`src/rtl/score_table_arbiter.sv`:
```
// ----------------------------------------------------------------------------
// score_table_arbiter
//
// Shares one single-port score BRAM between NUM_PE random-walk engines and
// sequences the walk steps. Each RUN cycle at most one requesting engine is
// granted. Every other engine sees conflict=1 and holds its request. Read
// data comes back one cycle after the grant, tagged by a one-hot rvalid. Once
// every engine has reported finished for the current level, a one-cycle SYNC
// state pulses finished_all and advances l_step. After MAX_STEPS levels the
// block parks in DONE until reset.
//
// Ports
//   i_clk, i_rst        clock, synchronous active-high reset
//   i_start             leave IDLE and begin a run
//   i_req_valid/_we     per-engine request and write enable
//   i_req_addr/_wdata   per-engine address / write data, packed by engine
//   i_finished          per-engine "level complete" flag
//   o_conflict          1 = engine not served this cycle
//   o_rvalid, o_rdata   one-hot read return and broadcast read data
//   o_rdy               engines may run (RUN only)
//   o_l_step            current step index
//   o_finished_all      one-cycle pulse at step end
//   o_done              all steps complete
//   o_bram_*, i_bram_rdata  single-port BRAM, 1-cycle synchronous read
//
// Build option
//   SCORE_ARB_FIXED_PRIO_EN : lowest requesting index always wins and the
//   round-robin pointer is removed (tied to 0). Default is round-robin.
// ----------------------------------------------------------------------------
module score_table_arbiter #(
    parameter int NUM_PE     = 4,
    parameter int ADDR_WIDTH = 13,
    parameter int DATA_WIDTH = 32,
    parameter int MAX_STEPS  = 7
) (
    input  logic                         i_clk,
    input  logic                         i_rst,
    input  logic                         i_start,
    input  logic [NUM_PE-1:0]            i_req_valid,
    input  logic [NUM_PE-1:0]            i_req_we,
    input  logic [NUM_PE*ADDR_WIDTH-1:0] i_req_addr,
    input  logic [NUM_PE*DATA_WIDTH-1:0] i_req_wdata,
    input  logic [NUM_PE-1:0]            i_finished,
    output logic [NUM_PE-1:0]            o_conflict,
    output logic [NUM_PE-1:0]            o_rvalid,
    output logic [DATA_WIDTH-1:0]        o_rdata,
    output logic                         o_rdy,
    output logic [DATA_WIDTH-1:0]        o_l_step,
    output logic                         o_finished_all,
    output logic                         o_done,
    output logic [ADDR_WIDTH-1:0]        o_bram_addr,
    output logic                         o_bram_we,
    output logic [DATA_WIDTH-1:0]        o_bram_wdata,
    input  logic [DATA_WIDTH-1:0]        i_bram_rdata
);

    localparam int PTR_W = (NUM_PE > 1) ? $clog2(NUM_PE) : 1;

    typedef enum logic [1:0] {
        ST_IDLE,
        ST_RUN,
        ST_SYNC,
        ST_DONE
    } state_t;

    state_t                r_state;
    state_t                w_state_next;
    logic [PTR_W-1:0]      w_rr_ptr;
    logic                  w_grant_any;
    logic [PTR_W-1:0]      w_grant_idx;
    logic [NUM_PE-1:0]     w_read_grant;
    logic [NUM_PE-1:0]     r_fin_seen;
    logic [DATA_WIDTH-1:0] r_l_step;
    logic [DATA_WIDTH-1:0] w_l_step_inc;
    logic [NUM_PE-1:0]     r_rvalid;

`ifdef SCORE_ARB_FIXED_PRIO_EN
    assign w_rr_ptr = '0;
`else
    logic [PTR_W-1:0] r_rr_ptr;
    logic [PTR_W-1:0] w_rr_ptr_next;

    assign w_rr_ptr_next = (w_grant_idx == PTR_W'(NUM_PE - 1)) ? '0 : w_grant_idx + 1'b1;

    // The pointer only moves on an actual grant, so idle cycles keep fairness.
    always_ff @(posedge i_clk) begin
        if (i_rst) begin
            r_rr_ptr <= '0;
        end else if (r_state == ST_RUN && w_grant_any) begin
            r_rr_ptr <= w_rr_ptr_next;
        end
    end

    assign w_rr_ptr = r_rr_ptr;
`endif

    // Two-pass search: first requester at or above the pointer, otherwise
    // wrap around and take the lowest requester.
    always_comb begin
        w_grant_any = 1'b0;
        w_grant_idx = '0;
        for (int i = 0; i < NUM_PE; i++) begin
            if (!w_grant_any && i_req_valid[i] && (PTR_W'(i) >= w_rr_ptr)) begin
                w_grant_any = 1'b1;
                w_grant_idx = PTR_W'(i);
            end
        end
        for (int i = 0; i < NUM_PE; i++) begin
            if (!w_grant_any && i_req_valid[i]) begin
                w_grant_any = 1'b1;
                w_grant_idx = PTR_W'(i);
            end
        end
    end

    // BRAM port mux and conflict vector. Outside RUN every engine is stalled
    // and the BRAM is left idle.
    always_comb begin
        o_conflict   = '1;
        o_bram_addr  = '0;
        o_bram_we    = 1'b0;
        o_bram_wdata = '0;
        w_read_grant = '0;
        if (r_state == ST_RUN) begin
            o_conflict = '0;
            for (int i = 0; i < NUM_PE; i++) begin
                if (w_grant_any && (w_grant_idx == PTR_W'(i))) begin
                    o_conflict      = '1;
                    o_conflict[i]   = 1'b0;
                    o_bram_addr     = i_req_addr[i*ADDR_WIDTH +: ADDR_WIDTH];
                    o_bram_we       = i_req_we[i];
                    o_bram_wdata    = i_req_wdata[i*DATA_WIDTH +: DATA_WIDTH];
                    w_read_grant[i] = ~i_req_we[i];
                end
            end
        end
    end

    assign w_l_step_inc = r_l_step + DATA_WIDTH'(1);

    // A granted access always wins over the step change. SYNC is only entered
    // on an idle cycle, so nothing is in flight across the level boundary.
    always_comb begin
        w_state_next = r_state;
        case (r_state)
            ST_IDLE: if (i_start) w_state_next = ST_RUN;
            ST_RUN:  if ((&r_fin_seen) && !w_grant_any) w_state_next = ST_SYNC;
            ST_SYNC: w_state_next = (w_l_step_inc == DATA_WIDTH'(MAX_STEPS)) ? ST_DONE : ST_RUN;
            ST_DONE: w_state_next = ST_DONE;
            default: w_state_next = ST_IDLE;
        endcase
    end

    // State, sticky finish flags, step counter and the read-return tag.
    // Reset drops a read in flight by clearing r_rvalid.
    always_ff @(posedge i_clk) begin
        if (i_rst) begin
            r_state    <= ST_IDLE;
            r_fin_seen <= '0;
            r_l_step   <= '0;
            r_rvalid   <= '0;
        end else begin
            r_state  <= w_state_next;
            r_rvalid <= w_read_grant;
            if (r_state == ST_RUN) begin
                r_fin_seen <= r_fin_seen | i_finished;
            end else if (r_state == ST_SYNC) begin
                r_fin_seen <= '0;
                r_l_step   <= w_l_step_inc;
            end
        end
    end

    assign o_rvalid       = r_rvalid;
    assign o_rdata        = (|r_rvalid) ? i_bram_rdata : '0;
    assign o_rdy          = (r_state == ST_RUN);
    assign o_finished_all = (r_state == ST_SYNC);
    assign o_done         = (r_state == ST_DONE);
    assign o_l_step       = r_l_step;

endmodule

```
`config.mk`:
```
export PLATFORM = sky130hd
export DESIGN_NAME = score_table_arbiter
export DESIGN_NICKNAME = d
export VERILOG_FILES = /design/src/rtl/score_table_arbiter.sv
export SDC_FILE = /design/constraint.sdc
export NUM_CORES = 1
export LEC_CHECK = 0
export BUFFER_PORTS_ARGS = -buffer_cell sky130_fd_sc_hd__buf_2
export CORE_MARGIN = 2
export CORE_UTILIZATION = 25
export DETAILED_ROUTE_END_ITERATION = 16
export PLACE_DENSITY = 0.58
export SLEW_MARGIN = 40
export SYNTH_ARGS = -nofsm -noshare
export SYNTH_HDL_FRONTEND = slang
export SYNTH_SLANG_ARGS = --single-unit
```
`constraint.sdc`:
```
create_clock -name i_clk -period 3.6 [get_ports i_clk]
set_input_delay 0.36 -clock i_clk [delete_from_list [all_inputs] [get_ports i_clk]]
set_output_delay 0.36 -clock i_clk [all_outputs]
set_load 0.03 [all_outputs]
```
==> run_results.csv <==
group,metric,value,unit
global_route,grt_pass1_wl,29010,microns
yosys,yosysTopAreaCellShare,20.32,%
detailed_routing,wire_per_inst,17.17,microns
yosys,synth_flop_cell,"dfxtp_1",
sta,finClkSkew,6.790,ps
yosys,syn-num-nets,880,
final_layout,multiInputGateArea,3156,sq um
yosys,avgSynthCellArea,6.732,sq um
detailed_routing,drt-pass1-iter-count,5,
power_and_ir_drop,power-per-cell-area,474.1,nW/um^2
global_route,largest_net_degree_at_the_start_of_global_routing,50,
clock_tree,cts.path.max_buffers,2,
yosys,synth-warning-count,0,
power_and_ir_drop,max-vdd-ir-drop,0.2448,mV
floorplan,floorplan.die.width,135.7,microns
yosys,async_reset_ff_share,0,%
worst_setup_path,ff2ff_path_depth,7,
sta,timing.final.hold_violations,0,
clock_tree,holdBufCountCts,0,
place,dp_hpwl,15650,microns
yosys,synth_seq_area_share,20.32,%
worst_setup_path,r2r-start,"o_l_step[4]",
worst_hold_path,min-delay-start,"i_req_we[0]",
worst_setup_path,worst-endpoint-arrival,2850,ps
yosys,synth_cell_type_count,52,
clock_tree,tritoncts,"yes",
clock_tree,cts.root.buffer_cell,"clkbuf_16",
sta,finalSetupViolations,0,
sta,rsz0062_at_grt,"no",
yosys,yosys.cell_count.top_type,"nor2_1",
clock_tree,cts.reportedPaths.clkPinSlew,70,ps
worst_hold_path,hold_end,"o_rvalid[0]",
flow_run,max_cap_violations,0,
worst_hold_path,worstHoldPathCells,2,
clock_tree,clkLatencyLatePin,280,ps
place,count_of_input_and_output_buffers,347,
worst_setup_path,critPathMaxStageDelay,380,ps
yosys,synthCells,644,
detailed_routing,drc,0,
yosys,synth_area_leader_cell,"dfxtp_1",
worst_setup_path,worst_setup_path_start_kind,"flip-flop",
sta,achievable-frequency,311.5,MHz
final_layout,seqCellArea,880.8,sq um
floorplan,die_height,135.7,microns
detailed_routing,vias_per_cell,5.001,
worst_setup_path,cp-end-kind,"output port",
sta,drv_slew,0,
place,gp_congestion,0.9078,
floorplan,floorplan.io_pins,348,
sta,setup-tns-final,0,ps
sta,worst-slew-pin-transition,719.7,ps
final_layout,synthToLayoutAreaGrowth,47.30,%
yosys,synth.ff_latch_count,44,
worst_setup_path,worstReg2RegEnd,"r_state[1]",
detailed_routing,vias,5886,
detailed_routing,ant_nets,0,
floorplan,total_die_area,18410,sq um
floorplan,initial_core_util,25.33,%
clock_tree,cts_resized,0,
sta,slew_headroom,52.02,%
global_route,grt_total_ovfl,0,
worst_setup_path,criticalPathCategory,"reg -> out",
floorplan,core_box_area,17120,sq um
detailed_routing,dr.first_iter.drc_count,442,
global_route,grt_antenna_before_repair,5,
yosys,synthTopCellsByCount,"90 x nor2_1, 77 x nand2_1, 62 x nand3_1, 49 x a31oi_1, 47 x a22o_1",
clock_tree,cts_htree_levels,2,
sta,fin_crit_sh,89.18,%
power_and_ir_drop,leakage_power_summed_over_all_cells,3.119,nW
global_route,track_usage,19.87,%
worst_setup_path,critPathMaxFanout,33,
worst_setup_path,cp_cell_sequence,"inv_1 > a22o_1 > a221o_1 > buf_4 > inv_1 > ha_1 > nand2_1 > nor2_4 > buf_4 > a22o_1 > buf_2",
sta,hold_slack,256.0,ps
final_layout,final.fill_count,1902,
yosys,synth.cell_area,4335,sq um
floorplan,num_rows,48,
clock_tree,cts.sink_count,44,
worst_setup_path,worst-endpoint-required,3240,ps
run_status,outcome,"completed",
yosys,synth-edff-count,0,
worst_setup_path,reg2reg_slack,1000,ps
global_route,via_count_of_the_first_global_routing_pass,5215,
clock_tree,cts_setup_buffers,0,
worst_hold_path,hold_class,"in -> reg",
worst_setup_path,critical_path.slowest_cell,"buf_4",
clock_tree,inserted_clock_buffers,5,
yosys,synthTopCellsByArea,"dfxtp_1 20%, a22o_1 9.5%, nor2_1 7.8%",
final_layout,finalNetCount,1186,
detailed_routing,totalWireLength,20210,microns
final_layout,drive_gt1_share,40.38,%
sta,period_minus_slack,3210,ps
[layout make-up]
type                            count  share of cell area (%)
Antenna cell                        1                 0.03918
Clock buffer                        6                   2.175
Timing Repair Buffer              359                   28.80
Tap cell                          225                   4.408
Sequential cell                    44                   13.79
Inverter                           13                  0.7641
Clock inverter                      2                  0.6074
Multi-Input combinational cell    527                   49.41
[worst max-delay path by stage]
| stage | from | end | slack [ps] | cells after the start |
|---|---|---|---|---|
| floorplan | i_req_valid[3] | o_bram_addr[0] | 880 | 10 |
| global placement | i_req_valid[0] | o_bram_wdata[1] | 540 | 10 |
| detailed placement | i_req_valid[3] | o_bram_addr[9] | 550 | 12 |
| CTS | r_rr_ptr[0] | o_bram_addr[9] | 370 | 11 |
| global route | r_rr_ptr[0] | o_bram_addr[9] | 240 | 11 |
| finish | r_rr_ptr[0] | o_bram_addr[9] | 390 | 11 |
[state kept, by name (all words and copies together) (netlist names)]
signal and count:
o_rvalid 4, r_state 2, o_l_step 32, r_rr_ptr 2, r_fin_seen 4
[layer usage]
metal | GRT usage, % | vias up | share of wire [%]
met1 | 24.89 | 2695 | 40
met4 | 5.266 | 6 | 2.3
li1 | - | 2910 | -
met2 | 34.37 | 241 | 49
met3 | 4.340 | 34 | 8.4
met5 | 0 | - | 0.17
[critical path, delay by kind of cell (launching register included)]
family	cells	cell delay, ps
buf+inv	5	920
simple gates	2	300
flops	1	330
compound gates	3	760
fa+ha+maj	1	240
[where the power goes]
part / internal, mW / switching [mW]
clock network: 0.348 / 0.197
logic: 0.643 / 1.28
registers: 0.524 / 0.0377
[cells in the final DEF (no fill, tap or decap), types with 2 or more instances in the layout]
cell type | netlist | routed
and4_1 | 3 | 3
a21oi_1 | 18 | 17
inv_1 | 13 | 13
and2_1 | 3 | 2
nor3_1 | 16 | 16
dfxtp_1 | 44 | 44
xor2_1 | 23 | 23
nand3_1 | 62 | 62
or3_1 | 6 | 6
and3_1 | 5 | 5
nand4_1 | 15 | 15
nor2_1 | 90 | 89
clkbuf_16 | 0 | 5
buf_2 | 13 | 347
o21ai_0 | 13 | 13
and2_4 | 1 | 2
and4_4 | 2 | 2
nand2_1 | 77 | 76
nor4_1 | 6 | 5
a211oi_1 | 3 | 3
xnor2_1 | 14 | 14
ha_1 | 9 | 9
nand2b_1 | 3 | 3
a21o_1 | 2 | 2
a22o_1 | 47 | 47
mux2i_1 | 3 | 3
nor2_4 | 0 | 2
nor3b_1 | 2 | 2
o31ai_1 | 2 | 2
a31oi_1 | 49 | 49
nor2b_1 | 33 | 33
o2111ai_1 | 2 | 2
buf_4 | 5 | 11
or2_2 | 2 | 2
[metrics by stage]
step | area, sq um | power (mW) | instances | setup slack [ps] | util (%)
global placement | 6202 | 2.489 | 1168 | 541.1 | 36.24
global route | 6386 | 3.204 | 1177 | 241.5 | 37.31
CTS | 6384 | 3.053 | 1176 | 370.1 | 37.30
floorplan | 4335 | 1.902 | 644 | 884.4 | -
detailed placement | 6206 | 2.504 | 1168 | 552.6 | 36.26
finish | 6386 | 3.027 | 1177 | 389.5 | 37.31
[cells by family (layout without fill, tap and decap cells)]
kind of cell | after synthesis | count (layout) | share of synthesized area, %
XOR/XNOR | 37 | 37 | 7.475
flip-flops | 44 | 44 | 20.32
adder cells (fa/ha/maj) | 9 | 9 | 2.597
AO/OA/AOI/OAI | 144 | 144 | 23.55
other | 0 | 1 | 0
AND/OR/NAND/NOR | 334 | 334 | 37.49
buffers and inverters | 73 | 380 | 7.879
multiplexers | 3 | 3 | 0.6927
No activity file was read; power rests on OpenSTA's default activity.
